<file path="config.mk">
export PLATFORM = sky130hd
export DESIGN_NAME = instr_encoder
export DESIGN_NICKNAME = d
export VERILOG_FILES = /design/src/rtl/isa_pkg.sv /design/src/rtl/instr_word_fmt.sv /design/src/rtl/instr_encoder.sv
export SDC_FILE = /design/constraint.sdc
export NUM_CORES = 1
export LEC_CHECK = 0
export CELL_PAD_IN_SITES_DETAIL_PLACEMENT = 1
export CELL_PAD_IN_SITES_GLOBAL_PLACEMENT = 1
export CORE_MARGIN = 3
export CORE_UTILIZATION = 39
export CTS_BUF_LIST = sky130_fd_sc_hd__clkbuf_16
export DETAILED_ROUTE_END_ITERATION = 8
export PLACE_DENSITY_LB_ADDON = 0.1
export SLEW_MARGIN = 5
export SYNTH_ARGS = -nofsm -noshare
export SYNTH_HDL_FRONTEND = slang
export SYNTH_SLANG_ARGS = --single-unit
</file>
<file path="constraint.sdc">
create_clock -name clk -period 4.6 [get_ports clk]
set_input_delay 1.38 -clock clk [delete_from_list [all_inputs] [get_ports clk]]
set_output_delay 1.38 -clock clk [all_outputs]
set_load 0.05 [all_outputs]
</file>
<file path="src/rtl/isa_pkg.sv">
// Shared ISA definitions for the instruction encoder and the control decoder.
// Operation codes, 3-bit opcodes and prep-mode predicates.
package isa_pkg;

    typedef enum logic [3:0] {
        INC  = 4'd0,
        DEC  = 4'd1,
        XOR  = 4'd2,
        XORR = 4'd3,
        SLL  = 4'd4,
        SRL  = 4'd5,
        HALT = 4'd6,
        ANDI = 4'd8,
        BEQ  = 4'd9,
        LW   = 4'd10,
        SW   = 4'd11,
        SAVE = 4'd12,
        PSFT = 4'd13,
        PXOR = 4'd14
    } enc_op_t;

    localparam logic [2:0] OPC_PREP   = 3'b000;
    localparam logic [2:0] OPC_INCDEC = 3'b001;
    localparam logic [2:0] OPC_XOR    = 3'b010;
    localparam logic [2:0] OPC_XORR   = 3'b011;
    localparam logic [2:0] OPC_SLL    = 3'b100;
    localparam logic [2:0] OPC_SRL    = 3'b101;
    localparam logic [2:0] OPC_HALT   = 3'b111;

    // Prepped ops live in the upper half of the op space; 15 is undefined.
    function automatic logic is_prepped(input logic [3:0] op);
        return op[3] && (op != 4'd15);
    endfunction

    function automatic logic clears_prep(input logic [3:0] op);
        return (op == ANDI) || (op == BEQ) || (op == LW) || (op == SW) || (op == SAVE);
    endfunction

    function automatic logic keeps_prep(input logic [3:0] op);
        return (op == PSFT) || (op == PXOR);
    endfunction

endpackage

</file>
<file path="src/rtl/instr_word_fmt.sv">
// Combinational formatter: abstract op plus fields to the PREP word and op word.
// Prep-mode legality is decided by the caller; only undefined ops are flagged here.
module instr_word_fmt
    import isa_pkg::*;
#(
    parameter int unsigned INSTR_W = 9
) (
    input  logic [3:0]         op,
    input  logic [2:0]         rd,
    input  logic [2:0]         rs,
    input  logic [5:0]         imm,
    output logic [INSTR_W-1:0] prep_word,
    output logic [INSTR_W-1:0] op_word,
    output logic               needs_prep,
    output logic               illegal
);

    logic [8:0] word9;

    always_comb begin
        word9   = '0;
        illegal = 1'b0;
        case (op)
            INC:  word9 = {OPC_INCDEC, rd, 2'b00, 1'b1};
            DEC:  word9 = {OPC_INCDEC, rd, 2'b00, 1'b0};
            XOR:  word9 = {OPC_XOR, rd, rs};
            XORR: word9 = {OPC_XORR, rd, rs};
            SLL:  word9 = {OPC_SLL, rd, rs};
            SRL:  word9 = {OPC_SRL, rd, rs};
            HALT: word9 = {OPC_HALT, 6'b000000};
            ANDI, BEQ, LW, SW, SAVE, PSFT, PXOR:
                  word9 = {op[2:0], rd, rs};
            default: illegal = 1'b1;
        endcase
    end

    assign needs_prep = is_prepped(op);
    assign prep_word  = INSTR_W'({OPC_PREP, imm});
    assign op_word    = INSTR_W'(word9);

endmodule

</file>
<file path="src/rtl/instr_encoder.sv">
// Encodes one abstract operation per request into the decoder's instruction stream,
// inserting PREP prefixes and tracking the decoder's prep mode.
module instr_encoder
    import isa_pkg::*;
#(
    parameter int unsigned INSTR_W = 9,
    parameter int unsigned CNT_W   = 16
) (
    input  logic               clk,
    input  logic               reset,
    input  logic               req_valid,
    output logic               req_ready,
    input  logic [3:0]         req_op,
    input  logic [2:0]         req_rd,
    input  logic [2:0]         req_rs,
    input  logic [5:0]         req_imm,
    output logic               instr_valid,
    input  logic               instr_ready,
    output logic [INSTR_W-1:0] instr,
    output logic               prep_active,
    output logic               err,
    output logic [CNT_W-1:0]   words_emitted
);

    localparam logic [1:0] S_IDLE      = 2'd0;
    localparam logic [1:0] S_EMIT_PREP = 2'd1;
    localparam logic [1:0] S_EMIT_OP   = 2'd2;

    logic [1:0]         state_q, state_d;
    logic               req_ready_q, req_ready_d;
    logic               instr_valid_q, instr_valid_d;
    logic [INSTR_W-1:0] instr_q, instr_d;
    logic [INSTR_W-1:0] pend_word_q, pend_word_d;
    logic               pend_set_q, pend_set_d;
    logic               pend_clr_q, pend_clr_d;
    logic               prep_active_q, prep_active_d;
    logic               err_q, err_d;
    logic [CNT_W-1:0]   words_q, words_d;

    logic [INSTR_W-1:0] fmt_prep_word;
    logic [INSTR_W-1:0] fmt_op_word;
    logic               fmt_needs_prep;
    logic               fmt_illegal;
    logic               accept;
    logic               out_hs;

    instr_word_fmt #(
        .INSTR_W(INSTR_W)
    ) u_fmt (
        .op        (req_op),
        .rd        (req_rd),
        .rs        (req_rs),
        .imm       (req_imm),
        .prep_word (fmt_prep_word),
        .op_word   (fmt_op_word),
        .needs_prep(fmt_needs_prep),
        .illegal   (fmt_illegal)
    );

    assign accept = req_valid && req_ready_q;
    assign out_hs = instr_valid_q && instr_ready;

    always_comb begin
        state_d       = state_q;
        instr_valid_d = instr_valid_q;
        instr_d       = instr_q;
        pend_word_d   = pend_word_q;
        pend_set_d    = pend_set_q;
        pend_clr_d    = pend_clr_q;
        prep_active_d = prep_active_q;
        err_d         = 1'b0;
        words_d       = words_q + CNT_W'(out_hs);

        case (state_q)
            S_IDLE: begin
                if (accept) begin
                    // A non-prep op in prep mode cannot be expressed: it would decode as a prepped op.
                    if (fmt_illegal || (!fmt_needs_prep && prep_active_q)) begin
                        err_d = 1'b1;
                    end else begin
                        instr_valid_d = 1'b1;
                        pend_word_d   = fmt_op_word;
                        pend_set_d    = keeps_prep(req_op);
                        pend_clr_d    = clears_prep(req_op);
                        if (fmt_needs_prep && !prep_active_q) begin
                            state_d = S_EMIT_PREP;
                            instr_d = fmt_prep_word;
                        end else begin
                            state_d = S_EMIT_OP;
                            instr_d = fmt_op_word;
                        end
                    end
                end
            end
            S_EMIT_PREP: begin
                if (out_hs) begin
                    state_d = S_EMIT_OP;
                    instr_d = pend_word_q;
                end
            end
            S_EMIT_OP: begin
                if (out_hs) begin
                    state_d       = S_IDLE;
                    instr_valid_d = 1'b0;
                    if (pend_set_q) prep_active_d = 1'b1;
                    if (pend_clr_q) prep_active_d = 1'b0;
                end
            end
            default: begin
                state_d       = S_IDLE;
                instr_valid_d = 1'b0;
            end
        endcase

        req_ready_d = (state_d == S_IDLE);
    end

    always_ff @(posedge clk) begin
        if (reset) begin
            state_q       <= S_IDLE;
            req_ready_q   <= 1'b0;
            instr_valid_q <= 1'b0;
            instr_q       <= '0;
            pend_word_q   <= '0;
            pend_set_q    <= 1'b0;
            pend_clr_q    <= 1'b0;
            prep_active_q <= 1'b0;
            err_q         <= 1'b0;
            words_q       <= '0;
        end else begin
            state_q       <= state_d;
            req_ready_q   <= req_ready_d;
            instr_valid_q <= instr_valid_d;
            instr_q       <= instr_d;
            pend_word_q   <= pend_word_d;
            pend_set_q    <= pend_set_d;
            pend_clr_q    <= pend_clr_d;
            prep_active_q <= prep_active_d;
            err_q         <= err_d;
            words_q       <= words_d;
        end
    end

    assign req_ready     = req_ready_q;
    assign instr_valid   = instr_valid_q;
    assign instr         = instr_q;
    assign prep_active   = prep_active_q;
    assign err           = err_q;
    assign words_emitted = words_q;

endmodule

</file>
## Word-level counts from Yosys, hierarchy flattened

Index checks and enable logic that the tools add are counted.

- Register bits after elaboration: 42
- Bits in latches: 0
- Bits in writable memories: 0
- ROM bits: 0
- Input port bits: 20
- Output and inout port bits: 29
- Logic and storage cells: 80
- Memories kept: 0

- Add/sub/neg operators: 1
- $mul: 0
- Divide/modulo/power cells: 0
- $lt $le $gt $ge: 0
- Equal/unequal tests: 20
- Shifts and indexed selects: 0
- Mux-type cells: 20
- Bitwise logic cells: 4
- Reductions and logical operators: 25

Operators by type and width:

| kind | number |
|---|---|
| $pmux 9 s8 | 1 |
| $mux 9 | 4 |
| $eq 4x4->1 const B | 7 |
| $pmux 9 s2 | 1 |
| $add 16x1->16 | 1 |
| $reduce_or 14->1 | 1 |
| $eq 4x3->1 const B | 3 |
| $mux 2 | 5 |
| $eq 4x2->1 const B | 2 |
| $ne 2x2->1 const B | 4 |
| $reduce_and 4->1 | 2 |
| $mux 1 | 7 |
| $reduce_or 7->1 | 1 |
| $logic_or 1x1->1 | 6 |
| $pmux 2 s3 | 1 |
| $reduce_and 3->1 | 2 |
| $logic_and 1x1->1 | 5 |
| $eq 4x1->1 const B | 1 |
| $logic_not 2->1 | 2 |
| $logic_not 4->1 | 1 |
| $ne 4x4->1 const B | 1 |
| $not 1->1 | 4 |
| $reduce_bool 2->1 | 2 |
| $pmux 1 s3 | 1 |
| 4 further kinds | 5 |

## Logic depth before layout (Yosys ltp)

- Depth after elaboration: 9
- Depth in mapped cells: 8
- Depth with buffers taken out: 8

## Hierarchy

A second synthesis with hierarchy kept.

- Cells, all modules: 227
- Area, all modules: 2047.0 sq um

Modules (own cells, without submodules):

| module | times used | cells an instance | area each (sq um) | sequential area each (sq um) |
|---|---|---|---|---|
| instr_encoder | 1 | 197 | 1845.5 | 840.8 |
| instr_word_fmt | 1 | 30 | 201.4 | 0.0 |

## Least setup slack after synthesis

No wires, ideal clock.

- Kind: input -> register
- From: input instr_ready
- To: register words_q[8] (netlist: words_emitted[8])
- Library setup time: 0.070 ns
- Arrival time: 2.710 ns
- Data required time: 4.530 ns
- Setup slack: 1.820 ns
- Cell stages on the path: 8
- Buffers on the path: 0
- Cells stage by stage: nand2_1 > inv_1 > ha_1 > ha_1 > and2_1 > nand2_1 > or3_2 > a21oi_1

- Cells in the longest elaborated chain, start to end: 2

Ends and longest elaborated chain:

| item | line | text |
|---|---|---|
| start: declaration | instr_encoder.sv:18 | `input logic instr_ready,` |
| $logic_and 1x1->1 | instr_encoder.sv:61 | `assign out_hs = instr_valid_q && instr_ready;` |
| $add 16x1->16 | instr_encoder.sv:72 | `words_d = words_q + CNT_W'(out_hs);` |
| end signal: assignment | instr_encoder.sv:140 | `words_q <= words_d;` |
| end: declaration | instr_encoder.sv:38 | `logic [CNT_W-1:0] words_q, words_d;` |

No other way between the ends.
A chain may end at the register's enable or synchronous reset.

## Worst setup path after layout

- From: input req_op[0]
- To: register instr_q[6] (netlist: instr[6])

- Cells in the longest elaborated chain, start to end: 7
- Elaborated cells on any way between the ends: 30
- Classes of those cells: eq/ne: 15; mux: 6; reduce/logical: 9

Ends and longest elaborated chain:

| item | line | text |
|---|---|---|
| start: declaration | instr_encoder.sv:13 | `input logic [3:0] req_op,` |
| $eq 4x4->1 / $ne 4x4->1 (equally long branches) | instr_word_fmt.sv:23, isa_pkg.sv:32 |  |
| $reduce_or 7->1 / $logic_and 1x1->1 (equally long branches) | -- |  |
| $pmux 9 s8, or another cell as far along | instr_word_fmt.sv:23 | `case (op)` |
| $mux 9 / $logic_and 1x1->1 (equally long branches) | instr_encoder.sv:85, instr_encoder.sv:78 |  |
| $mux 9 / $logic_or 1x1->1 (equally long branches) | instr_encoder.sv:78 | `if (fmt_illegal \|\| (!fmt_needs_prep && prep_active_q)) begin` |
| $mux 9 / $ne 2x2->1 (equally long branches) | -- |  |
| $pmux 9 s2 / $reduce_and 4->1 (equally long branches) | -- |  |
| end signal: assignment | instr_encoder.sv:134 | `instr_q <= instr_d;` |
| end: declaration | instr_encoder.sv:32 | `logic [INSTR_W-1:0] instr_q, instr_d;` |

Parallel ways exist; a longest one is shown, timed or not. The select of a mux whose other input is x is not followed.

==> out/qor.csv <==
stage;metric;value;unit
layout;nets@finish;311;
sta;period utilization;75.10;%
routing;DRT Pass-1 Iters;4;
layout;commonest non-fill, non-tap cell in the layout;clkdlybuf4s50_1;
sta;worst-margin pin slew;785.2;ps
layout;n_diodes;0;
yosys;Main synth FF type;dfxtp_1;
hold_path;type of the most critical hold path;reg -> reg;
setup_path;CP Capture Type;flip-flop;
global_routing;first-pass GRT wire length;9.715;mm
routing;Via density;5.639;
die;Die Y;78.58;um
power_and_ir_drop;maximum VDD drop;0.1804;mV
sta;min cycle time layout;3455;ps
clock_tree;Bufs on Longest Clock Path;2;
clock_tree;Worst-path clk slew;60;ps
placed_design;routability congestion estimate;0.7592;
yosys;Gate Count Post-Synth;253;
setup_path;Crit Path Class;in -> reg;
routing;via count;2002;
sta;final hold vios;0;
global_routing;GRT Util Overall;19.74;%
layout;Core Util, Final;54.39;%
yosys;number of synthesized flops with an enable pin;0;
global_routing;largest net degree at the start of global routing;22;
global_routing;gr ovfl total;0;
yosys;post-synth cell types;41;
routing;Routed WL per cell;15.76;um
placed_design;Final HPWL DP;4.065;mm
clock_tree;H-tree depth;2;
clock_tree;CTS tree;yes;
global_routing;initial antenna violation count;0;
routing;drt total wl;5.594;mm
routing;Final ANT Viol Nets;0;
setup_path;CP Launch Type;input pin;
routing;Iteration-0 DRC Markers;89;
layout;commonest non-fill, non-tap cells in the layout;clkdlybuf4s50_1 (48), dfxtp_1 (42), nand2_1 (30);
layout;ratio of cells with drive above 1 in the final layout;3.819;%
die;Initial Util;41.83;%
sta;Clock Skews;3.823;ps
die;core area;0.004911;mm2
yosys;mapped cell area;0.002054;mm2
run_status;outcome;complete, no violations;
power_and_ir_drop;PwrDens;321.5;mW/mm2
layout;area of the multi-input gates;0.001111;mm2
job;# Max-Cap Violations;0;
clock_tree;CTS Buf Count;5;
placed_design;PortBufs;48;
yosys;asr flop ratio synth;0;%
die;# IOs;49;
layout;Area growth syn-to-layout;30.02;%
yosys;Synth Net Count;275;
layout;Register Area;840.8;um2
clock_tree;# clock sinks;42;
setup_path;Crit Path Max Fanout;13;
clock_tree;clock latency on the worst-skew pair;280;ps
layout;Filler cells;612;
sta;f_max;0.2895;GHz
yosys;FF+latch count, synth;42;
power_and_ir_drop;leak pwr;0.9164;nW
yosys;syn_area_per_cell;8.120;um2
die;row cnt;25;
clock_tree;postcts setup bufs;0;
sta;Final TNS setup;0;ps
yosys;Yosys warnings;0;
clock_tree;CTS Hold Buffers Added;0;
global_routing;vias in the first global route;1978;
die;Die X;78.58;um
sta;final setup vio count;0;
setup_path;crit path DAT;3630;ps
sta;unrepaired setup endpoints after global routing;false;
routing;DRC errors left;0;
die;die area;0.006175;mm2
sta;fin. max-slew vios;0;
yosys;sequential area share after synthesis;40.93;%
clock_tree;root buf cell;clkbuf_16;
setup_path;CP required;4780;ps
clock_tree;post-CTS sizing;0;
sta;max_slew headroom;47.49;%
-- worst paths after layout --
| check | startpoint | end | slack, ps | cells past startpoint |
|---|---|---|---|---|
| worst max-delay path | req_op[0] | instr[6] | 1150 | 6 |
| worst min register to register | pend_clr_q | prep_active | 430 | 1 |
| worst max register to register | instr_valid | words_emitted[8] | 2630 | 8 |
| worst min-delay path | pend_clr_q | prep_active | 430 | 1 |
-- critical path, stage by stage --
cell             delay [ps]
clkdlybuf4s50_1         710
nand3_1                 410
nand4b_1                410
buf_4                   260
nand2_1                 200
a311oi_1                260
-- sequential cells by signal (all words and copies together), names as in the netlist --
signal and flops:
instr 9, err 1, pend_word_q 9, req_ready 1, prep_active 1, pend_clr_q 1, words_emitted 16, state_q 2
instr_valid 1, pend_set_q 1
-- synth_stat cells, types with 2 or more instances --
| cell | number | share of area (%) |
|---|---|---|
| dfxtp_1 | 42 | 41 |
| nand2_1 | 30 | 5.5 |
| a21oi_1 | 25 | 6.1 |
| nand3_1 | 17 | 4.1 |
| nor2_1 | 16 | 2.9 |
| clkbuf_1 | 11 | 2.0 |
| nor3_1 | 10 | 2.4 |
| nand2b_1 | 8 | 2.4 |
| o21ai_0 | 8 | 1.9 |
| buf_2 | 7 | 1.7 |
| nor2b_1 | 7 | 2.1 |
| a311oi_1 | 6 | 2.6 |
| and3_1 | 6 | 1.8 |
| nand4_1 | 6 | 1.8 |
| or3_1 | 6 | 1.8 |
| xnor2_1 | 5 | 2.1 |
| o2111ai_1 | 4 | 1.7 |
| xor2_1 | 4 | 1.7 |
| o32ai_1 | 3 | 1.3 |
| a211oi_1 | 2 | 0.73 |
| a32o_1 | 2 | 0.97 |
| and3b_1 | 2 | 0.85 |
| and4b_1 | 2 | 0.97 |
| buf_1 | 2 | 0.37 |
| buf_4 | 2 | 0.73 |
| ha_1 | 2 | 1.2 |
| o31ai_1 | 2 | 0.73 |
| or3_2 | 2 | 0.73 |
| or4_1 | 2 | 0.73 |
-- where the power goes --
group	internal [mW]	leakage (nW)	switching [mW]	total (mW)
Clock	0.193	0.0632	0.133	0.326
Sequential	0.379	0.341	0.00960	0.388
Combinational	0.0568	0.513	0.0879	0.145
Total	0.629	0.916	0.230	0.859
-- per-stage QoR --
step	instance area (um2)	std cells	hold slack [ps]	setup slack, ps	power (mW)
after CTS	2671	355	435.0	1173	0.8648
after global routing	2671	355	454.2	944.7	0.9019
after floorplan	2054	253	414.1	1820	0.4902
after global placement	2542	349	421.3	978.8	0.5394
final	2671	355	430.7	1145	0.8587
after detailed placement	2542	349	426.2	885.4	0.5405
-- cell type report --
class,instances,share of cell area [%]
Multi-Input combinational cell,188,41.59
Sequential cell,42,31.48
Timing Repair Buffer,51,18.83
Clock buffer,5,4.684
Tap cell,67,3.138
Clock inverter,1,0.1405
Inverter,1,0.1405
-- kinds of logic (layout without fill, tap and decap cells) --
kind of cell / count (synthesis) / in the layout / synth area share (%)
AND/OR/NAND/NOR: 119 / 119 / 30.70
AO/OA/AOI/OAI: 58 / 58 / 18.33
flip-flops: 42 / 42 / 40.93
buffers and inverters: 23 / 58 / 4.994
XOR/XNOR: 9 / 9 / 3.837
adder cells (fa/ha/maj): 2 / 2 / 1.218
-- routing by layer --
layer / GRT usage, % / up-vias / share of wire [%]
li1: - / 988 / -
met1: 27.33 / 966 / 49
met2: 30.39 / 42 / 46
met3: 4.702 / 6 / 4.0
met4: 5.769 / 0 / 0.97
met5: 0 / - / 0
Power figures use the tool's default switching activity.
